==> config.mk <==
export PLATFORM = sky130hd
export DESIGN_NAME = alu_pipe_flat
export DESIGN_NICKNAME = d
export VERILOG_FILES = /design/src/rtl/alu_pipe_if.sv /design/src/rtl/alu_pipe.sv /design/src/flat_wrapper.sv
export SDC_FILE = /design/constraint.sdc
export NUM_CORES = 1
export LEC_CHECK = 0
export ABC_AREA = 1
export CAP_MARGIN = 20
export CORE_ASPECT_RATIO = 0.7
export CORE_MARGIN = 3
export CORE_UTILIZATION = 55
export CTS_CLUSTER_DIAMETER = 100
export DETAILED_ROUTE_END_ITERATION = 10
export PLACE_DENSITY = 0.83
export SETUP_SLACK_MARGIN = 0.5
export SYNTH_ARGS = -nofsm -noshare
export SYNTH_HDL_FRONTEND = slang
export SYNTH_SLANG_ARGS = --single-unit
==> constraint.sdc <==
create_clock -name clk -period 1.91 [get_ports clk]
set_clock_uncertainty 0.2 [all_clocks]
set_input_delay 0.2865 -clock clk [delete_from_list [all_inputs] [get_ports clk]]
set_output_delay 0.2865 -clock clk [all_outputs]
set_load 0.02 [all_outputs]
==> src/rtl/alu_pipe_if.sv <==
// Handshake bundle for alu_pipe: the operation channel (in_*, x, y, funct)
// and the result channel (out_*, result, flags).
//
// Both channels use valid/ready. A transfer happens on a rising clk edge
// when valid and ready are both high. The source holds valid and its data
// stable until that edge. Ready may depend combinationally on the other
// side's ready, but never on valid.
interface alu_pipe_if #(
  parameter int WIDTH = 8
);
  logic             in_valid;
  logic             in_ready;
  logic [WIDTH-1:0] x;
  logic [WIDTH-1:0] y;
  logic [3:0]       funct;
  logic             out_valid;
  logic             out_ready;
  logic [WIDTH-1:0] result;
  logic [WIDTH-1:0] result_hi;
  logic             cmp;
  logic             zero;
  logic             carry;
  logic             err;

  modport slave (
    input  in_valid, x, y, funct, out_ready,
    output in_ready, out_valid, result, result_hi, cmp, zero, carry, err
  );

  modport master (
    output in_valid, x, y, funct, out_ready,
    input  in_ready, out_valid, result, result_hi, cmp, zero, carry, err
  );
endinterface

==> src/rtl/alu_pipe.sv <==
// Handshaked WIDTH-bit ALU with status flags and an illegal-op flag.
// Define ALU_MUL_EN to add the iterative shift-add multiply (funct 1000).
module alu_pipe #(
  parameter int WIDTH   = 8,
  parameter int SHAMT_W = $clog2(WIDTH)
) (
  input  logic       clk,
  input  logic       reset,
  alu_pipe_if.slave  bus,
  output logic [1:0] dbg_state
);

  localparam logic [3:0] F_XOR = 4'b0001;
  localparam logic [3:0] F_OR  = 4'b0010;
  localparam logic [3:0] F_AND = 4'b0011;
  localparam logic [3:0] F_SUB = 4'b0100;
  localparam logic [3:0] F_ADD = 4'b0101;
  localparam logic [3:0] F_CMP = 4'b0110;
  localparam logic [3:0] F_SHR = 4'b0111;
  localparam logic [3:0] F_SH  = 4'b1010;
  localparam logic [3:0] F_SHL = 4'b1110;
`ifdef ALU_MUL_EN
  localparam logic [3:0] F_MUL = 4'b1000;
  localparam logic [SHAMT_W-1:0] MUL_LAST = SHAMT_W'(WIDTH - 1);
`endif
  localparam logic [WIDTH-1:0] W_VAL = WIDTH'(WIDTH);

  typedef enum logic [1:0] {
    S_IDLE = 2'd0,
`ifdef ALU_MUL_EN
    S_MUL  = 2'd1,
`endif
    S_DONE = 2'd2
  } state_t;

  state_t           state;
  logic             out_valid_q;
  logic [WIDTH-1:0] result_q;
  logic             cmp_q;
  logic             zero_q;
  logic             carry_q;
  logic             err_q;

  logic             in_ready_w;
  logic             accept;

  // Ready is high in IDLE, or in DONE when the held result leaves this cycle.
  assign in_ready_w = (state == S_IDLE) || ((state == S_DONE) && bus.out_ready);
  assign accept     = bus.in_valid && in_ready_w;

  // Single-cycle datapath, evaluated on the operands offered this cycle.
  logic [WIDTH:0]     add_full;
  logic [WIDTH:0]     sub_full;
  logic [SHAMT_W-1:0] sh_amt;
  logic [WIDTH-1:0]   op_val;
  logic               op_wr;
  logic               op_carry;
  logic               op_illegal;

  always_comb begin
    add_full   = {1'b0, bus.x} + {1'b0, bus.y};
    sub_full   = {1'b0, bus.x} - {1'b0, bus.y};
    sh_amt     = bus.y[SHAMT_W-1:0];
    op_val     = '0;
    op_wr      = 1'b1;
    op_carry   = 1'b0;
    op_illegal = 1'b0;
    case (bus.funct)
      F_ADD: begin
        op_val   = add_full[WIDTH-1:0];
        op_carry = add_full[WIDTH];
      end
      F_SUB: begin
        op_val   = sub_full[WIDTH-1:0];
        op_carry = sub_full[WIDTH];
      end
      F_XOR: op_val = bus.x ^ bus.y;
      F_AND: op_val = bus.x & bus.y;
      F_OR:  op_val = bus.x | bus.y;
      F_SHL: op_val = (bus.y >= W_VAL) ? '0 : (bus.x << bus.y);
      F_SHR: op_val = (bus.y >= W_VAL) ? '0 : (bus.x >> bus.y);
      F_SH:  op_val = bus.y[SHAMT_W] ? (bus.x >> sh_amt) : (bus.x << sh_amt);
      F_CMP: op_wr  = 1'b0;
`ifdef ALU_MUL_EN
      F_MUL: op_wr  = 1'b0;
`endif
      default: begin
        op_wr      = 1'b0;
        op_illegal = 1'b1;
      end
    endcase
  end

`ifdef ALU_MUL_EN
  // Shift-add multiplier: low half of prod_q starts as the multiplier and
  // is shifted out one bit per cycle while partial sums enter from the top.
  logic [WIDTH-1:0]   mcand_q;
  logic [2*WIDTH-1:0] prod_q;
  logic [SHAMT_W-1:0] cnt_q;
  logic [WIDTH-1:0]   result_hi_q;
  logic [WIDTH:0]     mul_sum;
  logic [2*WIDTH-1:0] prod_nx;
  logic               is_mul;

  assign is_mul  = (bus.funct == F_MUL);
  assign mul_sum = {1'b0, prod_q[2*WIDTH-1:WIDTH]}
                 + (prod_q[0] ? {1'b0, mcand_q} : {(WIDTH+1){1'b0}});
  assign prod_nx = {mul_sum, prod_q[WIDTH-1:1]};
`endif

  always_ff @(posedge clk or posedge reset) begin
    if (reset) begin
      state       <= S_IDLE;
      out_valid_q <= 1'b0;
      result_q    <= '0;
      cmp_q       <= 1'b0;
      zero_q      <= 1'b0;
      carry_q     <= 1'b0;
      err_q       <= 1'b0;
`ifdef ALU_MUL_EN
      result_hi_q <= '0;
      mcand_q     <= '0;
      prod_q      <= '0;
      cnt_q       <= '0;
`endif
    end else begin
      case (state)
`ifdef ALU_MUL_EN
        S_MUL: begin
          prod_q <= prod_nx;
          cnt_q  <= cnt_q + 1'b1;
          if (cnt_q == MUL_LAST) begin
            state       <= S_DONE;
            out_valid_q <= 1'b1;
            result_q    <= prod_nx[WIDTH-1:0];
            result_hi_q <= prod_nx[2*WIDTH-1:WIDTH];
            zero_q      <= (prod_nx[WIDTH-1:0] == '0);
            carry_q     <= 1'b0;
            err_q       <= 1'b0;
          end
        end
`endif
        default: begin
`ifdef ALU_MUL_EN
          if (accept && is_mul) begin
            state       <= S_MUL;
            out_valid_q <= 1'b0;
            mcand_q     <= bus.x;
            prod_q      <= {{WIDTH{1'b0}}, bus.y};
            cnt_q       <= '0;
          end else
`endif
          if (accept) begin
            state       <= S_DONE;
            out_valid_q <= 1'b1;
            err_q       <= op_illegal;
            if (op_wr) begin
              result_q <= op_val;
              zero_q   <= (op_val == '0);
              carry_q  <= op_carry;
`ifdef ALU_MUL_EN
              result_hi_q <= '0;
`endif
            end
            if (bus.funct == F_CMP) begin
              cmp_q <= (bus.x == bus.y);
            end
          end else if ((state == S_DONE) && bus.out_ready) begin
            state       <= S_IDLE;
            out_valid_q <= 1'b0;
          end
        end
      endcase
    end
  end

  assign bus.in_ready  = in_ready_w;
  assign bus.out_valid = out_valid_q;
  assign bus.result    = result_q;
  assign bus.cmp       = cmp_q;
  assign bus.zero      = zero_q;
  assign bus.carry     = carry_q;
  assign bus.err       = err_q;
`ifdef ALU_MUL_EN
  assign bus.result_hi = result_hi_q;
`else
  assign bus.result_hi = '0;
`endif
  assign dbg_state     = state;

endmodule
==> src/flat_wrapper.sv <==
// flat-port wrapper written by rule: the top's interface ports become plain ports
module alu_pipe_flat 
#(
  parameter int WIDTH   = 8,
  parameter int SHAMT_W = $clog2(WIDTH)
)
  (clk, reset, dbg_state, bus_in_valid, bus_x, bus_y, bus_funct, bus_out_ready, bus_in_ready, bus_out_valid, bus_result, bus_result_hi, bus_cmp, bus_zero, bus_carry, bus_err);
  alu_pipe_if #(.WIDTH(WIDTH)) bus_i ();
  input  logic clk;
  input  logic reset;
  output logic [1:0] dbg_state;
  input wire logic [$bits(bus_i.in_valid)-1:0] bus_in_valid;
  input wire logic [$bits(bus_i.x)-1:0] bus_x;
  input wire logic [$bits(bus_i.y)-1:0] bus_y;
  input wire logic [$bits(bus_i.funct)-1:0] bus_funct;
  input wire logic [$bits(bus_i.out_ready)-1:0] bus_out_ready;
  output wire logic [$bits(bus_i.in_ready)-1:0] bus_in_ready;
  output wire logic [$bits(bus_i.out_valid)-1:0] bus_out_valid;
  output wire logic [$bits(bus_i.result)-1:0] bus_result;
  output wire logic [$bits(bus_i.result_hi)-1:0] bus_result_hi;
  output wire logic [$bits(bus_i.cmp)-1:0] bus_cmp;
  output wire logic [$bits(bus_i.zero)-1:0] bus_zero;
  output wire logic [$bits(bus_i.carry)-1:0] bus_carry;
  output wire logic [$bits(bus_i.err)-1:0] bus_err;
  assign bus_i.in_valid = bus_in_valid;
  assign bus_i.x = bus_x;
  assign bus_i.y = bus_y;
  assign bus_i.funct = bus_funct;
  assign bus_i.out_ready = bus_out_ready;
  assign bus_in_ready = bus_i.in_ready;
  assign bus_out_valid = bus_i.out_valid;
  assign bus_result = bus_i.result;
  assign bus_result_hi = bus_i.result_hi;
  assign bus_cmp = bus_i.cmp;
  assign bus_zero = bus_i.zero;
  assign bus_carry = bus_i.carry;
  assign bus_err = bus_i.err;
  alu_pipe #(.WIDTH(WIDTH), .SHAMT_W(SHAMT_W)) u_core (.clk(clk), .reset(reset), .bus(bus_i), .dbg_state(dbg_state));
endmodule
==> run summary, run 1 <==
Result of the run: stopped before the end
Stage where the flow stopped: global routing (5_1_grt)
Error that ended the run: [ERROR DPL-0038] Utilization greater than 100%, impossible to legalize
Cell area after synthesis: 0.002739 mm^2
Cells after DPL: 648
Maximum number of pins on one net before global-route repair: 19
Die Y-Extent: 65.04 um
Root Driver: sky130_fd_sc_hd__clkbuf_8
Placed cell area: 0.003710 mm^2
Per-instance average area after synthesis: 5.706 um^2
Synth unique cells: 36
Synthesized instance count: 480
Number of buffers added on ports: 38
Most area-hungry cell type in the Yosys netlist: sky130_fd_sc_hd__nand2_1
Detailed-placement wirelength estimate: 8.246 mm
Number of buffers added by the clock tree synthesis step: 3
Total of warnings raised by yosys: 0
Maximum buffer depth of the clock tree: 2
Top-level I/O count: 48
Ranking of synthesized cells by area: sky130_fd_sc_hd__nand2_1 22%, sky130_fd_sc_hd__nand3_1 14%, sky130_fd_sc_hd__ha_1 13%
Routability-driven placement congestion ratio: 1.067
Hold_buf cts: 0
Area share of the leading cell type in the synthesized netlist: 21.52%
Die boundary width: 90.35 um
Row cnt: 20
Share of synthesized area occupied by flip-flops and latches: 11.88%
Worst endpoint after global-route timing repair: u_core.bus.zero$_DFFE_PP0P_/D
Number of flip-flops and latches in the synthesized netlist: 13
Worst endpoint type: register data pin
H-Tree Level Count: 1
Number of sinks handled by clock tree synthesis: 13
Initial Util: 60.14%
==> metrics by stage <==
step	util, %	worst slack (ns)
after CTS	96.76	-0.1107
after detailed placement	81.46	-0.8017
after global placement	81.46	-0.7496
after floorplan	-	-0.08476
==> cells by family after synthesis <==
group | synth area share (%)
AO/OA/AOI/OAI | 8.086
XOR/XNOR | 0.3198
adder cells (fa/ha/maj) | 14.25
buffers and inverters | 14.12
flip-flops | 11.88
other | 0.1369
AND/OR/NAND/NOR | 51.21
==> timing repair <==
action                     4_1_cts
gates resized for setup        242
setup endpoints to repair       26
buffers inserted                24
pin swaps                       66
==> cell usage after synthesis <==
cell type                  instances
sky130_fd_sc_hd__o31ai_1           1
sky130_fd_sc_hd__nor4_1            1
sky130_fd_sc_hd__xnor2_1           1
sky130_fd_sc_hd__inv_2             2
sky130_fd_sc_hd__buf_2             6
sky130_fd_sc_hd__o211ai_1          3
sky130_fd_sc_hd__clkinv_1          1
sky130_fd_sc_hd__nand3b_1          1
sky130_fd_sc_hd__nor2_2            4
sky130_fd_sc_hd__nand2_4           5
sky130_fd_sc_hd__nand4_1           7
sky130_fd_sc_hd__inv_4             1
sky130_fd_sc_hd__or2_2             2
sky130_fd_sc_hd__a21oi_1          14
sky130_fd_sc_hd__nand3_1          77
sky130_fd_sc_hd__inv_1            53
sky130_fd_sc_hd__nor3_1            3
sky130_fd_sc_hd__dfrtp_1          13
sky130_fd_sc_hd__nor2_1           53
sky130_fd_sc_hd__nand2_1         157
sky130_fd_sc_hd__buf_4            11
sky130_fd_sc_hd__buf_1             1
sky130_fd_sc_hd__o21ai_0          13
sky130_fd_sc_hd__fa_1              2
sky130_fd_sc_hd__ha_1             28
sky130_fd_sc_hd__nand3_2           2
sky130_fd_sc_hd__buf_6             3
sky130_fd_sc_hd__conb_1            1
sky130_fd_sc_hd__a211oi_1          1
sky130_fd_sc_hd__nand2_2           4
sky130_fd_sc_hd__o22ai_1           3
sky130_fd_sc_hd__o21bai_1          1
sky130_fd_sc_hd__o21a_1            2
sky130_fd_sc_hd__buf_12            1
sky130_fd_sc_hd__a21o_1            1
sky130_fd_sc_hd__nand3_4           1
==> run 2, diff against run 1 <==
- CORE_ASPECT_RATIO: 0.7 -> default
- CORE_UTILIZATION: 55 -> 40
- CTS_CLUSTER_DIAMETER: 100 -> default
- PLACE_DENSITY: 0.83 -> default
- PLACE_DENSITY_LB_ADDON: default -> 0.15
- SETUP_SLACK_MARGIN: 0.5 -> default
==> run summary, run 2 <==
Net count, final: 662
Floorplan Core Area: 0.006495 mm^2
Maximum number of pins on one net before global-route repair: 18
Cell area after synthesis: 0.002739 mm^2 (unchanged)
Die boundary width: 88.75 um (-1.8%)
Most frequent standard cell in the layout excluding fill and tap cells: sky130_fd_sc_hd__nand2_1
Class of the tightest hold or removal check: input pin to asynchronous set/reset pin
Place WS: -0.8308 ns (-0.02913 ns)
Worst-Skew Late Latency: 0.24 ns
Total via count after detailed routing: 3,540
Most frequently used cell type in the post-synthesis netlist: sky130_fd_sc_hd__nand2_1
H-Tree Level Count: 1 (unchanged)
Total of warnings raised by yosys: 0 (unchanged)
Violations in the final reports: negative setup slack
Final ANT Viol Nets: 0
Total Die Area: 0.007876 mm^2
Wirelength, routed: 10.27 mm
Iteration-0 DRC Markers: 201
Result of the run: complete, but fails checks
Nature of the critical path startpoint: input pin
Ranking of synthesized cells by area: sky130_fd_sc_hd__nand2_1 22%, sky130_fd_sc_hd__nand3_1 14%, sky130_fd_sc_hd__ha_1 13%
Overall track demand over capacity in global routing: 26.05%
Maximum capacitance violations: 0
Length of the first detailed-routing pass in iterations: 5
Count of final max-slew check failures: 0
Ratio of routed vias to standard cells: 5.175
Initial antenna violation count: 0
Post-synth top flop: sky130_fd_sc_hd__dfrtp_1
Period utilisation layout: 103.4%
GR Overflow Total: 0
Number of cell instances on the worst register-to-register path: 9
Nature of the critical path endpoint: register
Hold_buf cts: 0 (unchanged)
Crit path arrival time: 1.96 ns
Number of flip-flops in the largest register: 8
Most area-hungry cell type in the Yosys netlist: sky130_fd_sc_hd__nand2_1
Routability-driven placement congestion ratio: 0.9709 (-9.0%)
PnR worst setup slack: -0.06481 ns
Die Y-Extent: 88.75 um (+36%)
Max Fanout on Critical Path: 3
RSZ-0062 raised after global routing: yes
First-pass GRT wire length: 15.91 mm
Root Driver: sky130_fd_sc_hd__clkbuf_8
Fill cells: 606
Per-instance average area after synthesis: 5.706 um^2 (unchanged)
Average wire per cell in the routed design: 15.01 um
Via count of the first global-routing pass: 3,333
Internal reg-to-reg setup slack: 0.15 ns
Crit Reg-Reg Startpoint: u_core.bus.out_valid$_DFFE_PP0P_
Area share of the leading cell type in the synthesized netlist: 21.52% (unchanged)
Number of buffers added on ports: 38 (unchanged)
Maximum buffer depth of the clock tree: 2 (unchanged)
CTS tree: done
Total inserted antenna cells: 0
Synthesized instance count: 480 (unchanged)
Final Instance Count excl. Fillers: 684
Relative area change from synthesis to final layout: 55.55%
Critical path type: input pin to register
Share of flip-flops with an asynchronous set or reset: 100.0% (unchanged)
Final setup fails: 1
Remaining max-slew budget at the tightest pin: 61.55%
Synth unique cells: 36 (unchanged)
Share of synthesized area occupied by flip-flops and latches: 11.88% (unchanged)
Worst path required time: 1.89 ns
Worst-Margin Slew: 0.5747 ns
Number of flip-flops and latches in the synthesized netlist: 13 (unchanged)
Top library cells by usage in the layout, fill and taps aside: 139 x sky130_fd_sc_hd__nand2_1, 87 x sky130_fd_sc_hd__buf_4, 68 x sky130_fd_sc_hd__nand3_1
Number of enable-type register cells in the synthesized netlist: 0 (unchanged)
Min Tclk post-route: 1.975 ns
Number of hold violations in the final report: 0
Fraction of layout cells with a size suffix above 1: 35.58%
Clock transition at path regs: 0.06 ns
Fmax: 506.4 MHz
Number of buffers added by the clock tree synthesis step: 3 (unchanged)
Static leakage: 0.002238 uW
Row cnt: 29 (+45%)
Maximum vdd drop: 0.0004527 V
Power per unit of standard cell area: 392.1 mW/mm^2
Number of sinks handled by clock tree synthesis: 13 (unchanged)
Synth cell count leaders: 157 x sky130_fd_sc_hd__nand2_1, 77 x sky130_fd_sc_hd__nand3_1, 53 x sky130_fd_sc_hd__inv_1, 53 x sky130_fd_sc_hd__nor2_1, 28 x sky130_fd_sc_hd__ha_1
DR DRC count: 0
Initial Util: 42.17% (-18 points)
Endpoint of the most critical register-to-register path: u_core.bus.zero$_DFFE_PP0P_
Cells after DPL: 665 (+2.6%)
Detailed-placement wirelength estimate: 8.019 mm (-2.8%)
Top-level I/O count: 48 (unchanged)
==> run 2: metal layers <==
metal	vias to the layer above	global-route usage, %	wire [um]
met4	0	6.868	235
li1	1774	-	-
met5	-	0	0
met2	120	41.63	4750
met3	20	2.514	501
met1	1626	37.24	4782
==> run 2: what timing repair did <==
item | 4_1_cts | 5_1_grt
gates resized for setup | 102 | 71
pin swaps | 34 | 28
endpoints found under the hold margin | 0 | 0
endpoints found under the setup margin | 12 | 11
buffers inserted | 11 | 4
==> run 2: cell families after synthesis <==
kind of cell,Yosys count,share of synthesized area (%)
and+or+nand+nor,317,51.21
buffers and inverters,79,14.12
AOI/OAI and AO/OA,39,8.086
adders and majority gates,30,14.25
DFF,13,11.88
xor gates and xnor gates,1,0.3198
other,1,0.1369
==> run 2: where the power goes <==
part / total [uW] / leakage, uW / switching, uW / internal, uW
sequential: 342 / 0.000168 / 24.4 / 318
clock: 249 / 0.0000228 / 101 / 147
combinational: 1080 / 0.00205 / 589 / 491
==> run 2: worst max-delay path by stage <==
stage | from | to | slack (ns) | cells after the start
floorplan | bus_y[1] | u_core.bus.zero$_DFFE_PP0P_ | -0.09 | 16
global route | bus_x[0] | u_core.bus.zero$_DFFE_PP0P_ | -0.22 | 17
CTS | bus_x[0] | u_core.bus.zero$_DFFE_PP0P_ | -0.09 | 17
global placement | bus_y[0] | u_core.bus.zero$_DFFE_PP0P_ | -0.80 | 16
detailed placement | bus_y[0] | u_core.bus.zero$_DFFE_PP0P_ | -0.83 | 16
finish | bus_x[0] | u_core.bus.zero$_DFFE_PP0P_ | -0.06 | 17
==> run 2: per-stage QoR <==
stage | util [%] | setup TNS (ns) | total power [uW] | cell area (um^2) | hold slack, ns
5_1_grt | 65.59 | -0.6245 | 1782 | 4260 | 0.2105
6_report | 65.59 | -0.06481 | 1671 | 4260 | 0.1756
2_1_floorplan | - | -0.1242 | 852.0 | 2814 | -0.03654
3_3_place_gp | 57.45 | -7.234 | 1258 | 3731 | 0.2648
4_1_cts | 62.30 | -0.1066 | 1592 | 4046 | 0.1937
3_5_place_dp | 57.45 | -7.405 | 1264 | 3731 | 0.2692
==> run 2: cell type report <==
| type | count | area, um^2 | area share, % |
|---|---|---|---|
| well taps | 77 | 96.34 | 2.261 |
| flip-flops and latches | 13 | 325.3 | 7.636 |
| clock buffers | 4 | 45.04 | 1.057 |
| multi-input cells | 396 | 2406 | 56.48 |
| repair buffers | 137 | 1159 | 27.20 |
| inverters | 57 | 229.0 | 5.374 |
==> run 2: critical path, stage by stage <==
cell                       delay, ns
sky130_fd_sc_hd__buf_8          0.11
sky130_fd_sc_hd__inv_4          0.05
sky130_fd_sc_hd__ha_4           0.12
sky130_fd_sc_hd__inv_2          0.04
sky130_fd_sc_hd__fa_2           0.34
sky130_fd_sc_hd__nand2_1        0.09
sky130_fd_sc_hd__nand2_2        0.08
sky130_fd_sc_hd__nand2_2        0.06
sky130_fd_sc_hd__nand2_1        0.05
sky130_fd_sc_hd__nand3_1        0.06
sky130_fd_sc_hd__o21ai_1        0.06
sky130_fd_sc_hd__nand3b_1       0.16
sky130_fd_sc_hd__nor2_2         0.16
sky130_fd_sc_hd__nand2_1        0.07
sky130_fd_sc_hd__nor2_1         0.09
sky130_fd_sc_hd__nand2_1        0.06
sky130_fd_sc_hd__nand2_1        0.06
No activity file was read; power rests on OpenSTA's default activity.
==> run 3, diff against run 2 <==
- PLACE_DENSITY: default -> 0.68
- PLACE_DENSITY_LB_ADDON: 0.15 -> default
==> run summary, run 3 (synthesis gave the netlist of run 2 again) <==
Crit path arrival time: 1.98 ns (+0.02 ns)
CTS tree: done
Comb pwr share: 63.6% (-1.0 points)
Clock share of power: 15.0% (about the same)
Class of the tightest hold or removal check: input pin to asynchronous set/reset pin
Min Tclk post-route: 1.999 ns (+0.02424 ns)
PnR worst setup slack: -0.08905 ns (-0.02424 ns)
Final setup fails: 3 (+2)
Top-level I/O count: 48 (unchanged)
Number of buffers added by the clock tree synthesis step: 3 (unchanged)
Violations in the final reports: negative setup slack
Placed cell area: 0.003769 mm^2 (+1.0%)
PnR Total Power: 1612 uW (-3.5%)
GR Overflow Total: 0 (unchanged)
Final Instance Count excl. Fillers: 682 (-0.29%)
Total internal power: 923.0 uW (-3.4%)
Routability-driven placement congestion ratio: 0.9976 (+2.8%)
Die boundary width: 88.75 um (unchanged)
Iteration-0 DRC Markers: 343 (+71%)
Fraction of layout cells with a size suffix above 1: 31.24% (-4.3 points)
Length of the first detailed-routing pass in iterations: 7 (+2)
Row cnt: 29 (unchanged)
Number of buffers added on ports: 38 (unchanged)
Maximum capacitance violations: 0 (unchanged)
Via count of the first global-routing pass: 3,479 (+4.4%)
Critical path type: input pin to register
Top library cells by usage in the layout, fill and taps aside: 148 x sky130_fd_sc_hd__nand2_1, 96 x sky130_fd_sc_hd__buf_4, 72 x sky130_fd_sc_hd__nand3_1
Maximum number of pins on one net before global-route repair: 19 (+1)
Number of hold violations in the final report: 0 (unchanged)
DR DRC count: 0 (unchanged)
Die Y-Extent: 88.75 um (unchanged)
Static leakage: 0.002175 uW (-2.8%)
Overall track demand over capacity in global routing: 25.79% (-0.25 points)
Power share of the sequential group: 21.4% (+0.9 points)
H-Tree Level Count: 1 (unchanged)
Detailed-placement wirelength estimate: 8.031 mm (+0.15%)
Count of final max-slew check failures: 0 (unchanged)
Total via count after detailed routing: 3,650 (+3.1%)
Number of flip-flops in the largest register: 8 (unchanged)
Max Fanout on Critical Path: 3 (unchanged)
Initial antenna violation count: 0 (unchanged)
Clock transition at path regs: 0.05 ns (about the same)
Switch Pwr: 688.5 uW (-3.7%)
Power per unit of standard cell area: 396.4 mW/mm^2 (+1.1%)
Worst path required time: 1.89 ns (about the same)
Total inserted antenna cells: 0 (unchanged)
Maximum buffer depth of the clock tree: 2 (unchanged)
Final ANT Viol Nets: 0 (unchanged)
Result of the run: complete, but fails checks
Relative area change from synthesis to final layout: 48.42%
Cells after DPL: 670 (+0.75%)
Floorplan Core Area: 0.006495 mm^2 (unchanged)
Fmax: 500.2 MHz (-1.2%)
Average wire per cell in the routed design: 14.82 um (-1.3%)
Maximum vdd drop: 0.0002257 V (-50%)
Wirelength, routed: 10.11 mm (-1.6%)
Initial Util: 42.17% (unchanged)
Nature of the critical path startpoint: input pin
Ratio of routed vias to standard cells: 5.352 (+3.4%)
Root Driver: sky130_fd_sc_hd__clkbuf_8
Most frequent standard cell in the layout excluding fill and tap cells: sky130_fd_sc_hd__nand2_1
Number of sinks handled by clock tree synthesis: 13 (unchanged)
Fill cells: 592 (-2.3%)
RSZ-0062 raised after global routing: yes
Switching Fraction: 42.72% (-0.079 points)
Design area: 0.004065 mm^2 (-4.6%)
Place WS: -0.7514 ns (+0.07944 ns)
Hold_buf cts: 0 (unchanged)
Total Die Area: 0.007876 mm^2 (unchanged)
Hold WS: 0.1681 ns (-0.007516 ns)
Net count, final: 660 (-0.30%)
Nature of the critical path endpoint: register
First-pass GRT wire length: 16.10 mm (+1.2%)
Worst-Skew Late Latency: 0.24 ns (about the same)
Period utilisation layout: 104.7% (+1.3 points)
-- run 3: power by group through the flow --
| stage | Combinational, uW | Sequential, uW | Clock (uW) |
|---|---|---|---|
| floorplan | 456 | 396 | 0 |
| global placement | 906 | 346 | 0 |
| detailed placement | 914 | 348 | 0 |
| CTS | 972 | 344 | 241 |
| global route | 1120 | 347 | 254 |
| finish | 1020 | 344 | 242 |
-- run 3: stage by stage --
step | utilization, % | TNS (ns)
5_1_grt | 62.59 | -1.035
4_1_cts | 61.72 | -0.1095
3_3_place_gp | 58.02 | -6.655
3_5_place_dp | 58.02 | -7.174
6_report | 62.59 | -0.2330
2_1_floorplan | - | -0.1242
-- run 3: path summary, 6_finish.rpt --
kind,end,slack [ns],cells after the start,startpoint
min reg2reg,u_core.bus.result[5]$_DFFE_PP0P_,0.28,2,u_core.bus.result[5]$_DFFE_PP0P_
min in group clk,u_core.bus.result[5]$_DFFE_PP0P_,0.28,2,u_core.bus.result[5]$_DFFE_PP0P_
max,u_core.bus.zero$_DFFE_PP0P_,-0.09,17,bus_x[0]
max in group asynchronous,u_core.bus.result[5]$_DFFE_PP0P_,1.02,2,reset
min,u_core.bus.result[3]$_DFFE_PP0P_,0.17,2,reset
max reg2reg,u_core.bus.zero$_DFFE_PP0P_,0.19,9,u_core.bus.out_valid$_DFFE_PP0P_
-- run 3: area by class of cell --
type	count	area, um^2	share of cell area (%)
clock buffers	4	45.04	1.108
inverters	57	232.7	5.725
multi-input cells	396	2297	56.51
flip-flops and latches	13	325.3	8.002
well taps	77	96.34	2.370
repair buffers	135	1069	26.28
-- run 3: timing repair --
item                                   CTS  global route
buffers inserted                         7             2
endpoints found under the hold margin    0             0
pin swaps                               24            25
gates resized for setup                 92            35
setup endpoints to repair               12            10
-- run 3: metal layers --
metal | vias up | global-route usage, % | wire, um
met5 | - | 0 | 0
met4 | 0 | 7.967 | 418
met3 | 35 | 3.724 | 808
met2 | 216 | 44.40 | 4640
met1 | 1627 | 33.07 | 4240
li1 | 1772 | - | -
-- run 3: worst max-delay path, cell delays in order --
cell and delay, ns:
sky130_fd_sc_hd__buf_8 0.11, sky130_fd_sc_hd__inv_4 0.05, sky130_fd_sc_hd__ha_4 0.13, sky130_fd_sc_hd__inv_4 0.03, sky130_fd_sc_hd__fa_2 0.36, sky130_fd_sc_hd__nand2_1 0.10
sky130_fd_sc_hd__nand2_2 0.08, sky130_fd_sc_hd__nand2_1 0.06, sky130_fd_sc_hd__nand2_1 0.05, sky130_fd_sc_hd__nand3_1 0.06, sky130_fd_sc_hd__o21ai_1 0.08, sky130_fd_sc_hd__nand3b_1 0.17
sky130_fd_sc_hd__nor2_2 0.15, sky130_fd_sc_hd__nand2_1 0.06, sky130_fd_sc_hd__nor2_1 0.08, sky130_fd_sc_hd__nand2_1 0.06, sky130_fd_sc_hd__nand2_1 0.06
